--- config.mk ---
export PLATFORM = sky130hd
export DESIGN_NAME = alu_issue
export DESIGN_NICKNAME = d
export VERILOG_FILES = /design/src/rtl/alu_issue.sv
export SDC_FILE = /design/constraint.sdc
export NUM_CORES = 1
export LEC_CHECK = 0
export ABC_CLOCK_PERIOD_IN_PS = 6100
export CAP_MARGIN = 20
export CORE_ASPECT_RATIO = 0.6
export CORE_MARGIN = 2
export CORE_UTILIZATION = 35
export DETAILED_ROUTE_END_ITERATION = 6
export PLACE_DENSITY = 0.67
export SYNTH_ARGS = -nofsm -noshare
export SYNTH_HDL_FRONTEND = slang
export SYNTH_SLANG_ARGS = --single-unit
--- constraint.sdc ---
create_clock -name clk -period 6.1 [get_ports clk]
set_clock_uncertainty 0.15 [all_clocks]
set_input_delay 1.22 -clock clk [delete_from_list [all_inputs] [get_ports clk]]
set_output_delay 1.22 -clock clk [all_outputs]
set_load 0.01 [all_outputs]
--- src/rtl/alu_issue.sv ---
// alu_issue: request FIFO plus a three-state issue/write-back sequencer.
// It feeds the ALU (ain comes from an accumulator shadow) and strobes the
// ALU result into the downstream accumulator once per retired operation.
//
// Handshake: a request transfers on a rising edge where in_valid && in_ready.
// in_ready is !full, computed only from registered occupancy, so it never
// depends on in_valid or on a pop in the same cycle. in_valid/in_opcode/
// in_operand may change freely while in_ready is low.
module alu_issue #(
  parameter int WIDTH = 8,
  parameter int DEPTH = 4,
  parameter int CNT_W = 16
) (
  input  logic             clk,
  input  logic             rst,
  input  logic             in_valid,
  output logic             in_ready,
  input  logic [2:0]       in_opcode,
  input  logic [WIDTH-1:0] in_operand,
  output logic [2:0]       alu_opcode,
  output logic [WIDTH-1:0] alu_ain,
  output logic [WIDTH-1:0] alu_bin,
  input  logic [WIDTH-1:0] alu_result,
  input  logic             alu_zero,
  output logic             acc_load,
  output logic [WIDTH-1:0] acc_data,
  output logic             zero_flag,
  output logic             busy,
  output logic [CNT_W-1:0] retired_count
);

  localparam int AW = (DEPTH > 1) ? $clog2(DEPTH) : 1;

  typedef enum logic [1:0] {
    S_IDLE  = 2'd0,
    S_ISSUE = 2'd1,
    S_WB    = 2'd2
  } state_t;

  state_t           state_q, state_d;
  logic [2:0]       op_mem_q   [DEPTH];
  logic [2:0]       op_mem_d   [DEPTH];
  logic [WIDTH-1:0] opnd_mem_q [DEPTH];
  logic [WIDTH-1:0] opnd_mem_d [DEPTH];
  logic [AW-1:0]    wr_ptr_q, wr_ptr_d;
  logic [AW-1:0]    rd_ptr_q, rd_ptr_d;
  logic [AW:0]      count_q, count_d;
  logic [WIDTH-1:0] acc_sh_q, acc_sh_d;
  logic [2:0]       alu_opcode_q, alu_opcode_d;
  logic [WIDTH-1:0] alu_ain_q, alu_ain_d;
  logic [WIDTH-1:0] alu_bin_q, alu_bin_d;
  logic             acc_load_q, acc_load_d;
  logic [WIDTH-1:0] acc_data_q, acc_data_d;
  logic             zero_flag_q, zero_flag_d;
  logic [CNT_W-1:0] retired_q, retired_d;

  logic fifo_empty;
  logic fifo_full;
  logic push;
  logic pop;

  assign fifo_empty = (count_q == '0);
  assign fifo_full  = (count_q == (AW+1)'(DEPTH));
  assign push       = in_valid && !fifo_full;
  // A new op can only be launched when the ALU is not mid-operation.
  assign pop        = ((state_q == S_IDLE) || (state_q == S_WB)) && !fifo_empty;

  // Next-state: FIFO bookkeeping, sequencer, ALU operand and result capture.
  always_comb begin
    state_d      = state_q;
    op_mem_d     = op_mem_q;
    opnd_mem_d   = opnd_mem_q;
    wr_ptr_d     = wr_ptr_q;
    rd_ptr_d     = rd_ptr_q;
    count_d      = count_q;
    acc_sh_d     = acc_sh_q;
    alu_opcode_d = alu_opcode_q;
    alu_ain_d    = alu_ain_q;
    alu_bin_d    = alu_bin_q;
    acc_load_d   = 1'b0;
    acc_data_d   = acc_data_q;
    zero_flag_d  = zero_flag_q;
    retired_d    = retired_q;

    if (push) begin
      op_mem_d[wr_ptr_q]   = in_opcode;
      opnd_mem_d[wr_ptr_q] = in_operand;
      wr_ptr_d             = wr_ptr_q + 1'b1;
    end

    if (pop) begin
      rd_ptr_d     = rd_ptr_q + 1'b1;
      alu_opcode_d = op_mem_q[rd_ptr_q];
      alu_bin_d    = opnd_mem_q[rd_ptr_q];
      // acc_sh_q already holds the previous result when popping from WB.
      alu_ain_d    = acc_sh_q;
    end

    if (push && !pop) begin
      count_d = count_q + (AW+1)'(1);
    end else if (!push && pop) begin
      count_d = count_q - (AW+1)'(1);
    end

    case (state_q)
      S_IDLE: begin
        if (pop) state_d = S_ISSUE;
      end
      S_ISSUE: begin
        acc_data_d  = alu_result;
        acc_sh_d    = alu_result;
        zero_flag_d = alu_zero;
        acc_load_d  = 1'b1;
        state_d     = S_WB;
      end
      S_WB: begin
        retired_d = retired_q + 1'b1;
        state_d   = pop ? S_ISSUE : S_IDLE;
      end
      default: state_d = S_IDLE;
    endcase
  end

  // State registers; reset discards queued and in-flight work.
  always_ff @(posedge clk) begin
    if (rst) begin
      state_q      <= S_IDLE;
      for (int i = 0; i < DEPTH; i++) begin
        op_mem_q[i]   <= '0;
        opnd_mem_q[i] <= '0;
      end
      wr_ptr_q     <= '0;
      rd_ptr_q     <= '0;
      count_q      <= '0;
      acc_sh_q     <= '0;
      alu_opcode_q <= '0;
      alu_ain_q    <= '0;
      alu_bin_q    <= '0;
      acc_load_q   <= 1'b0;
      acc_data_q   <= '0;
      zero_flag_q  <= 1'b0;
      retired_q    <= '0;
    end else begin
      state_q      <= state_d;
      op_mem_q     <= op_mem_d;
      opnd_mem_q   <= opnd_mem_d;
      wr_ptr_q     <= wr_ptr_d;
      rd_ptr_q     <= rd_ptr_d;
      count_q      <= count_d;
      acc_sh_q     <= acc_sh_d;
      alu_opcode_q <= alu_opcode_d;
      alu_ain_q    <= alu_ain_d;
      alu_bin_q    <= alu_bin_d;
      acc_load_q   <= acc_load_d;
      acc_data_q   <= acc_data_d;
      zero_flag_q  <= zero_flag_d;
      retired_q    <= retired_d;
    end
  end

  assign in_ready      = !fifo_full;
  assign busy          = !fifo_empty || (state_q != S_IDLE);
  assign alu_opcode    = alu_opcode_q;
  assign alu_ain       = alu_ain_q;
  assign alu_bin       = alu_bin_q;
  assign acc_load      = acc_load_q;
  assign acc_data      = acc_data_q;
  assign zero_flag     = zero_flag_q;
  assign retired_count = retired_q;

endmodule

; Word level (Yosys, flattened, before mapping)
; Cells that the tools add are included.
[totals]
reg_bits = 98
inputBits = 23
out_inout_bits = 47
elab_cells = 66
[classes]
addsub = 5
order_cmp = 3
eq_ne = 4
n_mux = 18
bitwise = 2
n_reduce_logical = 15
[op_table]
columns = cell, count
row1 = 32-bit bitwise mux, 1
row2 = 8-bit 2-to-1 mux, 3
row3 = "16-bit by 1-bit adder with 16-bit output, second input constant", 1
row4 = 8-bit binary-select mux with 2-bit select, 1
row5 = 8-bit demux with 2-bit select, 1
row6 = 3-bit 2-to-1 mux, 5
row7 = 12-bit bitwise mux, 1
row8 = 3-bit binary-select mux with 2-bit select, 1
row9 = 3-bit demux with 2-bit select, 1
row10 = "3-bit greater-or-equal comparator, second input constant", 2
row11 = 2-bit inverter with 3-bit output, 2
row12 = 2-bit case mux with 3 select lines, 1
row13 = 1-bit logical AND, 5
row14 = "2-bit by 1-bit adder with 2-bit output, second input constant", 2
row15 = 1-bit logical NOT, 4
row16 = 2-bit nonzero test, 2
row17 = "3-bit by 1-bit adder with 3-bit output, second input constant", 1
row18 = "3-bit == test, second input constant", 1
row19 = 3-bit logical NOT, 1
row20 = "3-bit by 1-bit less-than comparator with 1-bit output, second input constant", 1
row21 = "3-bit by 1-bit subtractor with 3-bit output, second input constant", 1
row22 = "2-bit by 1-bit == test with 1-bit output, second input constant", 1
row23 = "2-bit == test, second input constant", 1
row24 = 2-bit logical NOT, 1
row25 = other kinds (4), 6

; Logic depth before layout (Yosys ltp)
; Gate-level depths: netlist of the first run.
[logic_depth]
depth_word = 7
ltp_mapped = 10
ltp_nobuf = 9

; Worst setup path before layout of the first run
; No wires, ideal clock.
[synth_timing]
path_type = input to register
from = input in_valid
to = register count_q[2]
setup_time_ns = 0.070
arrival_ns = 2.491
required_time_ns = 5.880
setup_slack_ns = 3.389
path_stages = 8
path_buffers = 0
path_cell_list = nand2_1 > inv_1 > ha_1 > inv_1 > fa_1 > xor2_1 > or3_1 > a21oi_1
[synth_between]
elab_chain_cells = 4
word_cells_on_any_way = 6
classes_between = 1 x mux / 5 x reduce/logical
[synth_lines]
columns = element, line
row1 = "start, declared", 16  ; input logic in_valid,
row2 = 1-bit logical AND *, 64  ; assign push = in_valid && !fifo_full;
row3 = net push, 59  ; logic push;
row4 = 1-bit logical NOT, 101  ; end else if (!push && pop) begin
row5 = 1-bit logical AND, 101
row6 = 2-bit nonzero test (no line), n/a
row7 = "end signal, assigned", 149  ; count_q <= count_d;
row8 = "end, declared", 47  ; logic [AW:0] count_q, count_d;
; The timed path passes the listed nets; every way through them passes the cells marked *.
; A chain may end at the register's enable or synchronous reset.

; Worst setup path after layout of the first run
; Same ends and word-level chain as after synthesis.

==> impl_metrics.ini, run 1 <==
[status]
status = completed

[clocking]
cts_max_level = 3
clock_latency_ps = 340
cts_tree = built
ctsHoldBuffers = 0
cts_resized = 0
cts.sinks = 98
clkTransAtPathRegs_ps = 60
cts_buffers = 9
clk_path_buf_depth = 2
cts_root_buffer = clkbuf_16
cts_setup_buffers = 0

[route]
ant_nets = 0
wl_per_cell_um = 14.55
vias_per_cell = 4.742
first_pass_iters = 4
vias = 3002
wirelength_um = 9210
drc = 0
first_iter_violations = 143

[timing]
setup_viol = 0
max_clock_freq_mhz = 294.5
period_share = 0.5567
fin_tns_setup_ps = 0
fin_ws_ps = 2704
maxSlewHeadroom = 0.3286
finalHoldViolCount = 0
tightest_slew_ps = 1007
rsz0062_at_grt = no
min_period_ps = 3396
slew_violations = 0

[placement]
portBuffers = 69
dpl_cell_area_um2 = 4795
dp.cells = 617
place_hpwl_um = 6153
finalWeightedCongestion = 0.7263
pre_cts_ws_ps = 2375

[floorplan]
fp-row-count = 30
boundaryPins = 70
dieArea_um2 = 12500
die_x_um = 143.0
die_y_um = 87.39
initial_core_util = 0.3590
core_um2 = 11300

[setup_path]
start_kind = input port
crit_path_max_incr_delay_ps = 750
worstSetupPathType = in2reg
critPathMaxFanout = 6
cp_data_required_time_ps = 6210
slowest_stage = clkdlybuf4s50_1
cp.arrival_ps = 3510
timing.critical_path.mode_cell = inv_1
crit_path_end_kind = register
crit_chain = clkdlybuf4s50_1 -> nand2_1 -> inv_1 -> ha_1 -> inv_1 -> fa_1 -> xor2_1 -> or3_1 -> a21oi_1

[final_layout]
area.growth.synth_to_final_pct = 25.14
stdcell_area_um2 = 5076
nets = 498
fill_cells = 1076
antenna_cells = 0
final_cells = 633
drive_gt1_frac = 0.06977

[global_routing]
grt_pass1_wl_um = 15020
grt_max_degree = 100
track_usage = 0.1564
grt_pass1_vias = 2975
antenna_found_initial = 0
grt_overflow = 0

[logic_synthesis]
syn_nets = 441
synthMuxAreaShare = 0.1774
synthAdderAreaFrac = 0.02344
synth-simple-area-share = 0.1872
synth_top_family_by_area = simple AND/OR/NAND/NOR gates
synth_compound_area_frac = 0.05059
yosysUniqueCellTypes = 33
synthCells = 411
avgSynthCellArea_um2 = 9.870
synth_seq_area_share = 0.4837
synthesis.area_um2 = 4056
yosys_warnings = 0
synth-seq-cells = 98
synth_xor_area_frac = 0.03023

[pwr]
p_seq_frac = 0.436
switching_share = 0.3099
power.density_nw_per_um2 = 352.8
intPower_w = 0.001236
p_sw_w = 0.0005549
vdd_drop_max_mv = 0.1536
pwr-share-comb = 0.258
totalPowerFinal_w = 0.001791
leakagePower_nw = 2.074
p_clk_frac = 0.305

[job]
drv_cap = 0

[min_path]
min_path_type = reg2reg
## final timing paths
check,slack [ps],start,depth (start not counted),to
setup / recovery,2700,in_valid,9,count_q[2]
hold / removal,300,alu_ain[2],2,alu_ain[2]
setup reg to reg,3100,count_q[0],9,count_q[2]
hold reg to reg,300,alu_ain[2],2,alu_ain[2]
## cell usage in the layout, fill, tap and decap left out, drive strengths merged, types with 2 or more instances in the layout
cell type      count
dfxtp             98
clkdlybuf4s50     68
nor2              65
nand2             62
mux2i             46
a21oi             35
clkbuf            14
mux4              11
nand3             10
xor2               9
inv                8
o21ai              6
or3                6
ha                 6
xnor2              5
nand4              4
nor2b              3
buf                3
nor3               2
## stage by stage
stage               hold slack, ps    util
CTS                          305.8  0.4493
detailed placement           297.3  0.4244
floorplan                    307.8       -
global placement             293.0  0.4244
global route                 334.2  0.4493
finish                       301.7  0.4493
## registers in the layout, indices dropped and copies added (netlist names)
register / count
alu_ain: 8
acc_load: 1
alu_bin: 8
rd_ptr_q: 2
wr_ptr_q: 2
count_q: 3
acc_data: 8
state_q: 2
retired_count: 16
zero_flag: 1
op_mem_q: 12
opnd_mem_q: 32
alu_opcode: 3
## critical path, delay by kind of cell
| kind | cells | cell delay [ps] |
|---|---|---|
| simple gates | 2 | 510 |
| buf+inv | 3 | 910 |
| compound gates | 1 | 150 |
| fa+ha+maj | 2 | 550 |
| xor+xnor | 1 | 160 |
## cells by family after synthesis
group,after synthesis
xor gates and xnor gates,14
buffers and inverters,33
muxes,58
and+or+nand+nor,160
AOI/OAI and AO/OA,41
DFF,98
adders and majority gates,7
## metal layers
layer | vias to the layer above | routed length [µm] | global-route usage
li1 | 1493 | - | -
met1 | 1443 | 4752 | 0.2140
met2 | 56 | 3973 | 0.2414
met3 | 10 | 379 | 0.04453
met4 | 0 | 104 | 0.04590
met5 | - | 0 | 0
## cells in the mapped netlist, drive strengths merged
cell	count	area share
nand3	10	0.025
or3b	1	0.0022
nand4	4	0.014
ha	6	0.019
mux2	1	0.0028
and4b	1	0.0025
or3	6	0.0093
dfxtp	98	0.48
buf	11	0.027
xor2	9	0.019
nor3b	1	0.0019
nor2b	3	0.0046
inv	8	0.0074
fa	1	0.0049
and2	1	0.0015
nand2	62	0.057
mux2i	46	0.11
clkbuf	14	0.013
nor3	2	0.0025
mux4	11	0.061
a21oi	35	0.043
nor2	65	0.060
xnor2	5	0.011
or2b	1	0.0019
and4	1	0.0022
or2	1	0.0015
o21ai	6	0.0074
and3	1	0.0015
## area by class of cell
cell class / count / area (µm²) / share of cell area
flip-flops and latches: 98 / 1962 / 0.3865
multi-input cells: 280 / 1902 / 0.3747
repair buffers: 71 / 700.7 / 0.1380
clock buffers: 14 / 244.0 / 0.04807
well taps: 160 / 200.2 / 0.03944
clock inverters: 2 / 37.54 / 0.007395
inverters: 8 / 30.03 / 0.005916
## power groups by stage
stage	registers [W]	logic, W	clock network (W)
final	0.000781	0.000462	0.000547
after global routing	0.000794	0.000509	0.000594
after CTS	0.000783	0.000470	0.000564
after detailed placement	0.000797	0.000469	0
after global placement	0.000792	0.000455	0
after floorplan	0.000772	0.000326	0
Note: power is estimated with default switching activity, not from simulation.
==> run 2, diff against run 1 <==
Settings changed: ABC_CLOCK_PERIOD_IN_PS 6100 to 3600.
Clock period 6.1 ns to 3.6 ns, I/O delays scaled along.
==> run 2 against run 1 <==
Register-to-register slack got worse by 2100 ps. Clock power rose by 69%. Sequential cell count unchanged.
==> impl_metrics.ini, run 2 (synthesis results as in run 1) <==
[timing]
rsz0062_at_grt = no
setup_viol = 0
finalHoldViolCount = 0
max_clock_freq_mhz = 366.0
fin_tns_setup_ps = 0
maxSlewHeadroom = 0.4034
min_period_ps = 2732
slew_violations = 0
tightest_slew_ps = 893.6
period_share = 0.7589

[clocking]
clk_path_buf_depth = 2
cts_buffers = 9
cts_max_level = 3
clock_latency_ps = 340
cts_setup_buffers = 0
cts_tree = built
ctsHoldBuffers = 0
clkTransAtPathRegs_ps = 70
cts.sinks = 98
cts_root_buffer = clkbuf_16
cts_resized = 0

[setup_path]
path_delay_family = simple AND/OR/NAND/NOR gates
cp_data_required_time_ps = 2730
crit_chain = or3b_1 -> clkdlybuf4s50_1
crit_buf_inv = 1
worstSetupPathType = reg2out
r2r_end = count_q[2]
slowest_stage = or3b_1
critPathMaxFanout = 7
crit_path_end_kind = primary output
r2r.worst_path.cells = 9
r2r_slack_ps = 970
rr_startpoint = count_q[0]
crit_path_max_incr_delay_ps = 600
cp.arrival_ps = 1860
start_kind = register

[pwr]
power.density_nw_per_um2 = 597.8
p_clk_frac = 0.302
p_sw_w = 0.0009945
intPower_w = 0.002062
leakagePower_nw = 2.096
pwr-share-comb = 0.265
totalPowerFinal_w = 0.003056
vdd_drop_max_mv = 0.3810
switching_share = 0.3254
p_seq_frac = 0.433

[route]
vias_per_cell = 4.753
ant_nets = 0
wl_per_cell_um = 14.71
drc = 0
vias = 3018
first_pass_iters = 4
first_iter_violations = 207
wirelength_um = 9340

[floorplan]
dieArea_um2 = 12500
die_x_um = 143.0
boundaryPins = 70
die_y_um = 87.39
fp-row-count = 30
core_um2 = 11300
initial_core_util = 0.3590

[final_layout]
drive_gt1_frac = 0.08421
area.growth.synth_to_final_pct = 26.03
antenna_cells = 0
regMostFlops = opnd_mem_q
final_cell_mix = dfxtp_1 (98), clkdlybuf4s50_1 (68), nor2_1 (65), nand2_1 (62), mux2i_1 (46)
fin_util = 0.4525
nets = 500
layout_commonest_cell = dfxtp_1
fill_cells = 1074
largest_reg_flops = 32

[global_routing]
grt_pass1_wl_um = 15260
grt_max_degree = 59
grt_overflow = 0
antenna_found_initial = 0
track_usage = 0.1584
grt_pass1_vias = 3020

[min_path]
hold_start = alu_bin[7]
min_to = alu_bin[7]
holdPathStages = 2
min_path_type = reg2reg

[placement]
place_hpwl_um = 6349
portBuffers = 69
finalWeightedCongestion = 0.7168

[status]
status = completed

[job]
drv_cap = 0
[run 2: cell types whose count changed in the layout (fill, tap and decap cells not counted)]
cell and delta:
buf_12 +1, buf_4 +1, bufinv_16 -1, clkbuf_1 -5, clkbuf_8 +1, clkinv_4 +4
inv_6 +1
[run 2: through the flow]
step	hold WS, ps	setup WS, ps	instance area, µm²	instances
global placement	292.5	788.2	4822	619
CTS	309.0	845.1	5112	635
global route	328.7	760.4	5112	635
finish	306.7	867.8	5112	635
floorplan	307.8	1272	4056	411
detailed placement	299.3	702.9	4822	619
[run 2: tightest hold or removal path, stage by stage, from the launching register on]
cell and delay (ps):
dfxtp_1 310, nand2_1 50, a21oi_1 50
[run 2: power groups by stage]
stage | combinational, W | sequential [W] | clock (W)
4_1_cts | 0.000818 | 0.00133 | 0.000947
3_3_place_gp | 0.000789 | 0.00134 | 0
6_report | 0.000810 | 0.00132 | 0.000922
3_5_place_dp | 0.000813 | 0.00135 | 0
2_1_floorplan | 0.000553 | 0.00131 | 0
5_1_grt | 0.000894 | 0.00135 | 0.000993
[run 2: worst max path at each step]
| stage | from | endpoint | depth (start not counted) |
|---|---|---|---|
| after detailed placement | in_valid | count_q[2] | 9 |
| after global placement | in_valid | count_q[2] | 9 |
| after global routing | count_q[0] | count_q[2] | 9 |
| after floorplan | count_q[0] | count_q[2] | 10 |
| after CTS | count_q[0] | in_ready | 2 |
| final | count_q[0] | in_ready | 2 |
[run 2: metal layers]
layer	GRT usage	vias to the layer above	part of all wire
met3	0.04893	2	0.043
met1	0.2165	1458	0.51
met2	0.2488	59	0.44
met4	0.03240	0	0.0020
li1	-	1499	-
met5	0	-	0
[run 2: cell type report]
| cell class | instances | area (µm²) | share of cell area |
|---|---|---|---|
| inverter | 8 | 30.03 | 0.005874 |
| timing repair buffer | 73 | 728.2 | 0.1424 |
| clock inverter | 6 | 51.30 | 0.01003 |
| sequential | 98 | 1962 | 0.3837 |
| multi-input combinational | 280 | 1902 | 0.3720 |
| clock buffer | 10 | 239.0 | 0.04674 |
| tap | 160 | 200.2 | 0.03916 |
==> run 3, diff against run 2 <==
Settings changed: ABC_CLOCK_PERIOD_IN_PS 3600 to 2500, PLACE_DENSITY 0.67 to 0.69.
Clock period 3.6 ns to 2.5 ns, I/O delays scaled along.
==> run 3 against run 2 <==
Clock power up 53%. Cell area grew 1.0%. Die area is the same. Critical endpoint is now busy. Global-route usage decreased by 0.44 points. Routed wire length down 1.8%. Total power up 48%. Critical path type unchanged. Combinational power up 51%.
==> impl_metrics.ini, run 3 (synthesis results as in run 1) <==
[status]
status = completed

[clocking]
clk_path_buf_depth = 2
cts.sinks = 98
cts_tree = built
cts_root_buffer = clkbuf_16
cts_setup_buffers = 0
cts_buffers = 9
cts_resized = 0
cts_max_level = 3
clkTransAtPathRegs_ps = 70
ctsHoldBuffers = 0
clock_latency_ps = 340

[global_routing]
grt_pass1_wl_um = 15010
track_usage = 0.1541
antenna_found_initial = 0
grt_overflow = 0
grt_max_degree = 88
grt_pass1_vias = 3010

[setup_path]
cp_data_required_time_ps = 1850
start_kind = register
crit_buf_inv = 2
r2r_end = count_q[2]
slowest_stage = clkdlybuf4s50_1
crit_path_max_incr_delay_ps = 480
worstSetupPathType = reg2out
path_delay_family = buffers and inverters
cp.arrival_ps = 1680
critPathMaxFanout = 4
r2r_slack_ps = 250
crit_path_end_kind = primary output
crit_start = count_q[0]
crit_chain = nor3_1 -> buf_4 -> nand2_1 -> clkdlybuf4s50_1
rr_startpoint = count_q[0]
r2r.worst_path.cells = 9

[route]
first_pass_iters = 4
wl_per_cell_um = 14.36
drc = 0
ant_nets = 0
wirelength_um = 9175
vias = 3043
first_iter_violations = 143
vias_per_cell = 4.762

[floorplan]
boundaryPins = 70
fp-row-count = 30
core_um2 = 11300
initial_core_util = 0.3590
die_y_um = 87.39
die_x_um = 143.0
dieArea_um2 = 12500

[min_path]
holdPathStages = 2
min_path_type = reg2reg
hold_start = alu_ain[1]
min_to = alu_ain[1]

[placement]
place_hpwl_um = 6235
dpl_cell_area_um2 = 4860
portBuffers = 69
finalWeightedCongestion = 0.7650

[pwr]
totalPowerFinal_w = 0.004513
leakagePower_nw = 2.132
vdd_drop_max_mv = 0.3841
power.density_nw_per_um2 = 873.8

[timing]
maxSlewHeadroom = 0.5648
tightest_slew_ps = 651.9
slew_violations = 0
fin_tns_setup_ps = 0
finalHoldViolCount = 0
setup_viol = 0
rsz0062_at_grt = no
period_share = 0.9323
min_period_ps = 2331
max_clock_freq_mhz = 429.0

[final_layout]
antenna_cells = 0
layout_commonest_cell = dfxtp_1
drive_gt1_frac = 0.08977
largest_reg_flops = 32
stdcell_area_um2 = 5165
fin_util = 0.4571
final_cell_mix = dfxtp_1 (98), clkdlybuf4s50_1 (68), nor2_1 (65), nand2_1 (62), mux2i_1 (46)
regMostFlops = opnd_mem_q
nets = 505
area.growth.synth_to_final_pct = 27.33

[job]
drv_cap = 0
## run 3: layer usage
metal / global-route usage / vias to the layer above / share of wire / wire, µm
li1: - / 1499 / - / -
met5: 0 / - / 0 / 0
met3: 0.04618 / 11 / 0.054 / 499
met1: 0.2072 / 1469 / 0.50 / 4609
met2: 0.2414 / 64 / 0.43 / 3969
met4: 0.04320 / 0 / 0.011 / 97
## run 3: cell type report
type,instances,area [µm²]
clock buffer,13,270.3
clock inverter,2,35.03
fill,1063,6133
inverter,8,30.03
multi-input combinational,280,1902
sequential,98,1962
tap,160,200.2
timing repair buffer,78,765.7
## run 3: metrics by stage
stage,hold WS [ps],setup WS [ps],instances
floorplan,307.8,172.1,411
global placement,292.9,30.29,624
detailed placement,299.4,-39.60,624
CTS,312.7,133.8,639
global route,338.3,58.87,639
finish,308.0,169.2,639
## run 3: worst reg2reg max path: stages, from the launching register on
cell and delay, ps:
dfxtp_1 360, nor3_1 270, nor2_1 90, inv_1 90, ha_1 160, inv_1 60, fa_1 370, xor2_1 170
or3_1 310, a21oi_1 150
## run 3: power by group
group	switching (W)	leakage, nW	internal (W)
sequential	0.000152	0.795	0.00172
combinational	0.000658	1.19	0.000564
clock	0.000563	0.152	0.000851
## run 3: worst max path at each step
stage	to	slack, ps	cells past startpoint
after floorplan	count_q[2]	170	10
after global placement	count_q[2]	30	9
after detailed placement	count_q[2]	-40	9
after CTS	busy	130	4
after global routing	busy	60	4
final	busy	170	4
